**src/rtl/ctrl_hazard_tracker_pkg.sv**
```systemverilog
// ctrl_haz_pkg: shared opcode-class constants, per-opcode encodings and the
// layout of one tracked control-flow entry. Used by the hazard tracker, the
// opcode decoder and the forwarding unit.
package ctrl_haz_pkg;

  // Top three opcode bits select the instruction class
  localparam logic [2:0] BR_CLASS  = 3'b011;
  localparam logic [2:0] JMP_CLASS = 3'b001;

  // Conditional branches
  localparam logic [4:0] OP_BEQZ = 5'b01100;
  localparam logic [4:0] OP_BNEZ = 5'b01101;
  localparam logic [4:0] OP_BLTZ = 5'b01110;
  localparam logic [4:0] OP_BGEZ = 5'b01111;

  // Unconditional jumps
  localparam logic [4:0] OP_J    = 5'b00100;
  localparam logic [4:0] OP_JR   = 5'b00101;
  localparam logic [4:0] OP_JAL  = 5'b00110;
  localparam logic [4:0] OP_JALR = 5'b00111;

  // One pipeline slot: is something in flight there, and is it a jump
  // (jumps can never be released early by a branch resolution)
  typedef struct packed {
    logic valid;
    logic is_jump;
  } haz_entry_t;

endpackage

```
**src/rtl/ctrl_hazard_tracker_if.sv**
```systemverilog
// ctrl_hazard_tracker_if: pipeline-side signals of the control-hazard tracker.
// master = pipeline control driving the tracker, slave = the tracker itself.
interface ctrl_hazard_tracker_if #(
  parameter int OPW   = 5,
  parameter int DEPTH = 3,
  parameter int CNTW  = 16
);
  localparam int PW = $clog2(DEPTH + 1);

  logic             if_valid;
  logic [OPW-1:0]   if_opcode;
  logic             advance;
  logic             flush;
  logic             branch_resolved;
  logic             branch_taken;
  logic             stall_fetch;
  logic [PW-1:0]    pending;
  logic [CNTW-1:0]  stall_cnt;

  modport master (
    output if_valid, if_opcode, advance, flush, branch_resolved, branch_taken,
    input  stall_fetch, pending, stall_cnt
  );

  modport slave (
    input  if_valid, if_opcode, advance, flush, branch_resolved, branch_taken,
    output stall_fetch, pending, stall_cnt
  );
endinterface

```
**src/rtl/ctrl_hazard_tracker_op_decode.sv**
```systemverilog
// ctrl_op_decode: pure combinational opcode classifier. Only the three class
// bits at the top of the opcode matter; the low bits pick the variant.
module ctrl_op_decode
  import ctrl_haz_pkg::*;
#(
  parameter int OPW = 5
) (
  input  logic [OPW-1:0] opcode,
  output logic           is_branch,
  output logic           is_jump
);

  logic [2:0] op_class;

  assign op_class  = opcode[OPW-1:OPW-3];
  assign is_branch = (op_class == BR_CLASS);
  assign is_jump   = (op_class == JMP_CLASS);

endmodule

```
**src/rtl/ctrl_hazard_tracker.sv**
```systemverilog
// ctrl_hazard_tracker: tracks control-flow instructions through DEPTH stages
// after IF/ID and holds fetch while any of them is in flight. A not-taken
// branch is released when it resolves at entry RES_STAGE; jumps and taken
// branches ride to the end of the tracked pipe.
// Optional build macro CTRL_HAZ_PERF_EN adds the saturating stall_cnt
// counter; without it stall_cnt is constant zero.
module ctrl_hazard_tracker
  import ctrl_haz_pkg::*;
#(
  parameter int OPW       = 5,
  parameter int DEPTH     = 3,
  parameter int RES_STAGE = 1,
  parameter int CNTW      = 16
) (
  input  logic                  clk,
  input  logic                  rst,
  ctrl_hazard_tracker_if.slave  bus
);

  localparam int PW = $clog2(DEPTH + 1);

  // When the pipe advances, a resolved entry has already moved one slot
  // down; if it was in the last slot it is retiring anyway.
  localparam bit CLR_SHIFT_EN  = (RES_STAGE < DEPTH - 1);
  localparam int CLR_SHIFT_IDX = CLR_SHIFT_EN ? RES_STAGE + 1 : RES_STAGE;

  haz_entry_t [DEPTH-1:0] entry_reg;
  haz_entry_t [DEPTH-1:0] entry_next;
  haz_entry_t             head_entry;

  logic          dec_branch;
  logic          dec_jump;
  logic          push_cf;
  logic          resolve_clr;
  logic          any_valid;
  logic [PW-1:0] pending_cnt;
  logic          stall;

  ctrl_op_decode #(.OPW(OPW)) u_op_decode (
    .opcode    (bus.if_opcode),
    .is_branch (dec_branch),
    .is_jump   (dec_jump)
  );

  assign push_cf            = bus.if_valid & (dec_branch | dec_jump);
  assign head_entry.valid   = push_cf;
  assign head_entry.is_jump = bus.if_valid & dec_jump;

  // Only a not-taken outcome on a real branch frees its slot early
  assign resolve_clr = bus.branch_resolved & ~bus.branch_taken &
                       entry_reg[RES_STAGE].valid & ~entry_reg[RES_STAGE].is_jump;

  // Next entry state: flush beats everything, then shift/hold, then resolve
  always_comb begin
    entry_next = entry_reg;
    if (bus.flush) begin
      entry_next = '0;
    end else begin
      if (bus.advance) begin
        entry_next = {entry_reg[DEPTH-2:0], head_entry};
      end
      if (resolve_clr) begin
        if (!bus.advance) begin
          entry_next[RES_STAGE] = '0;
        end else if (CLR_SHIFT_EN) begin
          entry_next[CLR_SHIFT_IDX] = '0;
        end
      end
    end
  end

  // Entry shift register
  always_ff @(posedge clk or posedge rst) begin
    if (rst) begin
      entry_reg <= '0;
    end else begin
      entry_reg <= entry_next;
    end
  end

  // Count and OR of valid bits, from registered state only
  always_comb begin
    pending_cnt = '0;
    any_valid   = 1'b0;
    for (int i = 0; i < DEPTH; i++) begin
      pending_cnt = pending_cnt + PW'(entry_reg[i].valid);
      any_valid   = any_valid | entry_reg[i].valid;
    end
  end

  // The IF/ID term lets a fresh branch/jump stall fetch in the same cycle
  assign stall           = push_cf | any_valid;
  assign bus.stall_fetch = stall;
  assign bus.pending     = pending_cnt;

`ifdef CTRL_HAZ_PERF_EN
  logic [CNTW-1:0] stall_cnt_reg;

  // Saturating stall-cycle counter
  always_ff @(posedge clk or posedge rst) begin
    if (rst) begin
      stall_cnt_reg <= '0;
    end else if (stall && !(&stall_cnt_reg)) begin
      stall_cnt_reg <= stall_cnt_reg + CNTW'(1);
    end
  end

  assign bus.stall_cnt = stall_cnt_reg;
`else
  assign bus.stall_cnt = '0;
`endif

endmodule

```
**src/flat_wrapper.sv**
```systemverilog
// flat-port wrapper written by rule: the top's interface ports become plain ports
module ctrl_hazard_tracker_flat import ctrl_haz_pkg::*;
#(
  parameter int OPW       = 5,
  parameter int DEPTH     = 3,
  parameter int RES_STAGE = 1,
  parameter int CNTW      = 16
)
  (clk, rst, bus_if_valid, bus_if_opcode, bus_advance, bus_flush, bus_branch_resolved, bus_branch_taken, bus_stall_fetch, bus_pending, bus_stall_cnt);
  ctrl_hazard_tracker_if #(.OPW(OPW), .DEPTH(DEPTH), .CNTW(CNTW)) bus_i ();
  input  logic clk;
  input  logic rst;
  input wire logic [$bits(bus_i.if_valid)-1:0] bus_if_valid;
  input wire logic [$bits(bus_i.if_opcode)-1:0] bus_if_opcode;
  input wire logic [$bits(bus_i.advance)-1:0] bus_advance;
  input wire logic [$bits(bus_i.flush)-1:0] bus_flush;
  input wire logic [$bits(bus_i.branch_resolved)-1:0] bus_branch_resolved;
  input wire logic [$bits(bus_i.branch_taken)-1:0] bus_branch_taken;
  output wire logic [$bits(bus_i.stall_fetch)-1:0] bus_stall_fetch;
  output wire logic [$bits(bus_i.pending)-1:0] bus_pending;
  output wire logic [$bits(bus_i.stall_cnt)-1:0] bus_stall_cnt;
  assign bus_i.if_valid = bus_if_valid;
  assign bus_i.if_opcode = bus_if_opcode;
  assign bus_i.advance = bus_advance;
  assign bus_i.flush = bus_flush;
  assign bus_i.branch_resolved = bus_branch_resolved;
  assign bus_i.branch_taken = bus_branch_taken;
  assign bus_stall_fetch = bus_i.stall_fetch;
  assign bus_pending = bus_i.pending;
  assign bus_stall_cnt = bus_i.stall_cnt;
  ctrl_hazard_tracker #(.OPW(OPW), .DEPTH(DEPTH), .RES_STAGE(RES_STAGE), .CNTW(CNTW)) u_core (.clk(clk), .rst(rst), .bus(bus_i));
endmodule
```
**config.mk**
```make
export PLATFORM = sky130hd
export DESIGN_NAME = ctrl_hazard_tracker_flat
export DESIGN_NICKNAME = d
export VERILOG_FILES = /design/src/rtl/ctrl_hazard_tracker_pkg.sv /design/src/rtl/ctrl_hazard_tracker_if.sv /design/src/rtl/ctrl_hazard_tracker_op_decode.sv /design/src/rtl/ctrl_hazard_tracker.sv /design/src/flat_wrapper.sv
export SDC_FILE = /design/constraint.sdc
export NUM_CORES = 1
export LEC_CHECK = 0
export BUFFER_PORTS_ARGS = -buffer_cell sky130_fd_sc_hd__buf_2
export CAP_MARGIN = 20
export CORE_AREA = 2 2 39 41
export CTS_CLUSTER_DIAMETER = 50
export DETAILED_ROUTE_END_ITERATION = 8
export DIE_AREA = 0 0 41 43
export SETUP_SLACK_MARGIN = 0.5
export SLEW_MARGIN = 20
export SYNTH_ARGS = -nofsm -noshare
export SYNTH_HDL_FRONTEND = slang
export SYNTH_SLANG_ARGS = --single-unit
```
**constraint.sdc**
```tcl
create_clock -name clk -period 1.85 [get_ports clk]
set_input_delay 0.0925 -clock clk [delete_from_list [all_inputs] [get_ports clk]]
set_output_delay 0.0925 -clock clk [all_outputs]
set_load 0.05 [all_outputs]
```
### Yosys cells after proc, flatten, opt, wreduce, memory -nomap -nowiden

Index checks and enable logic that the tools add are counted.

* bitwise logic cells: 11
* muxes and demuxes: 5
* reductions and logical operators: 1
* equal/unequal tests: 2
* add/subtract/negate cells: 2

Operators with widths (count)
* 6-bit 2-to-1 mux: 2
* 1-bit bitwise AND: 5
* 2-bit 2-to-1 mux: 2
* 4-bit 2-to-1 mux: 1
* 1-bit bitwise OR: 4
* 3-bit by 1-bit equality test with 1-bit output (second input constant): 1
* 3-bit by 2-bit equality test with 1-bit output (second input constant): 1
* 1-bit by 1-bit adder with 2-bit output: 1
* 2-bit by 1-bit adder with 2-bit output: 1
* 1-bit NOT: 2
* 2-bit nonzero test: 1

* logic and storage cells: 27
* flip-flop bits (word level): 6

### Longest topological paths before layout

* depth in word-level cells: 7
* depth in mapped cells: 3
* depth with buffers taken out: 2

### Cells and area by module

From an unflattened synthesis, not the netlist that was laid out.

* cells, all modules: 44
* area, all modules: 456.7 um^2

Modules (own cells, without submodules)
* ctrl_hazard_tracker: cells an instance 42, area an instance 435.4 um^2, times used 1, seq. area each 125.1 um^2
* ctrl_op_decode: cells an instance 2, area an instance 21.3 um^2, times used 1, seq. area each 0.0 um^2

### Worst setup path before layout

Ideal clock, no wire load.

* path type: reg2out
* start: reg u_core.entry_reg[1] (netlist bit)
* end: out bus_pending[0]
* arrival time: 1.246 ns
* slack: 0.511 ns
* data required time: 1.757 ns
* stages on the path, launching flop included: 2
* path through: dfrtp_1 fa_1

* longest elaborated chain between the ends: 2

RTL lines
* from (decl): line ctrl_hazard_tracker.sv:27 `haz_entry_t [DEPTH-1:0] entry_reg;`
* from (signal assigned): line ctrl_hazard_tracker.sv:77 `entry_reg <= entry_next;`
* 1-bit by 1-bit adder with 2-bit output: line ctrl_hazard_tracker.sv:86 `pending_cnt = pending_cnt + PW'(entry_reg[i].valid);`
* 2-bit by 1-bit adder with 2-bit output: line ctrl_hazard_tracker.sv:86
* to (decl): line flat_wrapper.sv:20 `output wire logic [$bits(bus_i.pending)-1:0] bus_pending;`

Every way passes these cells.

### Worst setup path in the final report

Same ends and word-level chain as after synthesis.

==> summary.md <==
| Metric | Value |
|---|---|
| Crit path arrival time | `1.36 ns` |
| Worst path bufs/invs | `1` |
| Gpl congestion | `0.754` |
| Initial antenna violation count | `0` |
| Fmax | `around 700 MHz` |
| HP Class | `in2reg` |
| Crit Path Max Fanout | `3` |
| Cells after DPL | `67` |
| Crit path max-delay family | `adder cells` |
| Clock latency on the worst-skew pair | `0.24 ns` |
| First-pass GRT wire length | `945 µm` |
| Comb pwr share | `33.0%` |
| Sw Ratio | `39.1%` |
| Die W | `41 µm` |
| Clk pwr share | `35.3%` |
| Final setup margin | `0.397 ns` |
| Global-route usage over all layers | `~8.5%` |
| H-tree depth | `1` |
| Worst-path clk slew | `~0.04 ns` |
| Peak VDD IR | `0.000366 V` |
| Pre-antenna DRT Iters | `2` |
| Critical path class | `reg2out` |
| Max-Cap Viols | `0` |
| PwrDens | `between 700 and 800 nW/µm²` |
| Layout Skew | `0.00468 ns` |
| Critical Path, Cell by Cell | `fa_1, buf_6` |
| Setup_tns | `0 ns` |
| Detail Placement HPWL | `482 µm` |
| Required @ worst endpoint | `1.76 ns` |
| CP Launch Type | `flip-flop` |
| Unrepaired setup endpoints after global routing | `true` |
| Sink Count | `5` |
| Die Ht | `approximately 43 µm` |
| Final instance area | `493 µm²` |
| Longest Clk Path Bufs | `2` |
| Status | `finished, final reports clean` |
| Max reg flops | `5` |
| ANT cells | `0` |
| Floorplan row count | `14` |
| Final ANT Viol Nets | `0` |
| Synth cell types | `17` |
| Core box area | `1380 µm²` |
| TritonCTS clock tree | `done` |
| Leakage power | `0.283 nW` |
| Ports | `31` |
| Layout net count | `73` |
| Max-slew violation count | `0` |
| Cell Area, Placed | `408 µm²` |
| Synth Instances | `41` |
| Final Hold Viols | `0` |
| Synthesized cell area | `~400 µm²` |
| Vias | `between 200 and 300` |
| Sequential cell fraction of total power | `about a third` |
| Pint | `0.215 mW` |
| CTS buffer count | `3` |
| Fin cells | `75` |
| Root buffer cell | `clkbuf_4` |
| Layout cells sized above 1 | `35.6%` |
| DRC violations left | `0` |
| DR WL/cell | `approximately 8.5 µm` |
| Grt total ovfl | `0` |
| #FFs+latches synth | `5` |
| Vias/cell | `3.79` |
| # fillers | `161` |
| DRT iter0 DRCs | `6` |
| Switch Pwr | `0.138 mW` |
| Critical Path Max Stage Delay | `0.56 ns` |
| Initial Util | `28.7%` |
| Place WS | `around 0.57 ns` |
| Mean Syn Cell Area | `9.67 µm²` |
| Tmin final | `around 1.5 ns` |
| Final setup fails | `0` |
| Vias in the first global route | `roughly 250` |
| Synthesis warning total | `0` |
| Area delta synth->final | `24.3%` |
| IO buf count | `12` |
| Critical path's slowest cell | `fa_1` |
| Pin count of the biggest net entering global routing | `9` |
| Period utilization | `78.6%` |
| Die area | `approximately 1800 µm²` |
| Final Routed Wirelength | `640 µm` |
| Sequential area share after synthesis | `31.5%` |
| Crit. End Element | `output port` |
-- kinds of logic (layout without fill, tap and decap cells) --
kind of cell	after synthesis	after routing	share of synthesized area, %
simple gates	10	10	16.7
buf+inv	19	22	33.4
flops	5	5	31.5
mux	3	3	7.57
other cells	1	16	0.945
compound gates	2	2	4.73
fa+ha+maj	1	1	5.05
-- repair_timing --
item | 4_1_cts | 5_1_grt
setup buffers | 2 | 1
endpoints found under the setup margin | 3 | 3
endpoints found under the hold margin | 5 | 0
pin swaps | 0 | 1
gates resized for setup | 7 | 1
hold buffers | 1 | 0
cloned | 0 | 0
-- worst register-to-register path: cells and delay by family, from the launching register on --
kind / cells / cell delay, ns
buffers and inverters: 2 / 0.26
AND/OR/NAND/NOR: 1 / 0.06
multiplexers: 1 / 0.12
flip-flops: 1 / 0.40
-- routing by layer --
metal  routed length (µm)  global-route usage, %
met1                  253                   8.52
met2                  307                   12.5
met3                   78                   6.28
met4                    0                   4.00
met5                    0                      0
-- synthesized netlist by cell type --
master | n | area [µm²]
a22o_2 | 1 | 10.0
a31o_2 | 1 | 8.76
and3b_1 | 1 | 8.76
buf_2 | 1 | 5.00
buf_4 | 16 | 120
conb_1 | 1 | 3.75
dfrtp_1 | 5 | 125
fa_1 | 1 | 20.0
inv_1 | 2 | 7.51
mux2i_1 | 3 | 30.0
nor2_1 | 2 | 7.51
nor2b_1 | 1 | 6.26
nor3_1 | 2 | 10.0
nor3b_1 | 1 | 7.51
nor4b_1 | 1 | 8.76
nor4bb_1 | 1 | 10.0
or4_1 | 1 | 7.51
-- through the flow --
stage / hold WS [ns] / utilization (%) / power [mW]
finish: 0.0863 / 35.6 / 0.354
global route: 0.0879 / 35.6 / 0.377
CTS: 0.0769 / 34.8 / 0.359
detailed placement: 0.00520 / 29.5 / 0.220
global placement: -0.000898 / 29.5 / 0.220
floorplan: -0.129 / - / 0.234
-- worst paths after layout --
kind	from	end	slack (ns)	depth (start not counted)
hold reg to reg	u_core.entry_reg[0]	u_core.entry_reg[2]	0.51	2
setup reg to reg	u_core.entry_reg[3]	u_core.entry_reg[5]	0.87	4
hold / removal	bus_flush	u_core.entry_reg[2]	0.09	2
min in group asynchronous	rst	u_core.entry_reg[1]	0.30	3
max in group asynchronous	rst	u_core.entry_reg[0]	1.37	3
setup / recovery	u_core.entry_reg[1]	bus_pending[0]	0.40	2
-- power groups by stage --
stage | registers [mW] | clock network, mW | logic [mW]
after floorplan | 0.114 | 0 | 0.120
after global placement | 0.114 | 0 | 0.106
after detailed placement | 0.114 | 0 | 0.107
after CTS | 0.112 | 0.132 | 0.114
after global routing | 0.112 | 0.141 | 0.123
final | 0.112 | 0.125 | 0.117
-- final cells by class --
| class | instances | area, µm² | share of cell area (%) |
|---|---|---|---|
| clock buffer | 4 | 26.3 | 5.33 |
| inverter | 2 | 7.51 | 1.52 |
| sequential | 5 | 125 | 25.4 |
| timing repair buffer | 16 | 115 | 23.4 |
| tap | 16 | 20.0 | 4.06 |
| multi-input combinational | 32 | 199 | 40.4 |
-- placed cells by master (no fill, tap or decap) --
master | netlist | final
nor2_1 | 2 | 2
fa_1 | 1 | 1
buf_2 | 1 | 9
nor4bb_1 | 1 | 1
clkbuf_1 | 0 | 1
dlygate4sd3_1 | 0 | 1
nor3b_1 | 1 | 1
nor3_1 | 2 | 2
inv_1 | 2 | 2
and3b_1 | 1 | 1
nor2b_1 | 1 | 1
clkbuf_4 | 0 | 3
dfrtp_1 | 5 | 5
buf_8 | 0 | 1
mux2i_1 | 3 | 3
buf_4 | 16 | 3
conb_1 | 1 | 16
nor4b_1 | 1 | 1
buf_6 | 0 | 2
or4_4 | 0 | 1
a31o_2 | 1 | 1
a22o_2 | 1 | 1
No activity file was read; power rests on OpenSTA's default activity.
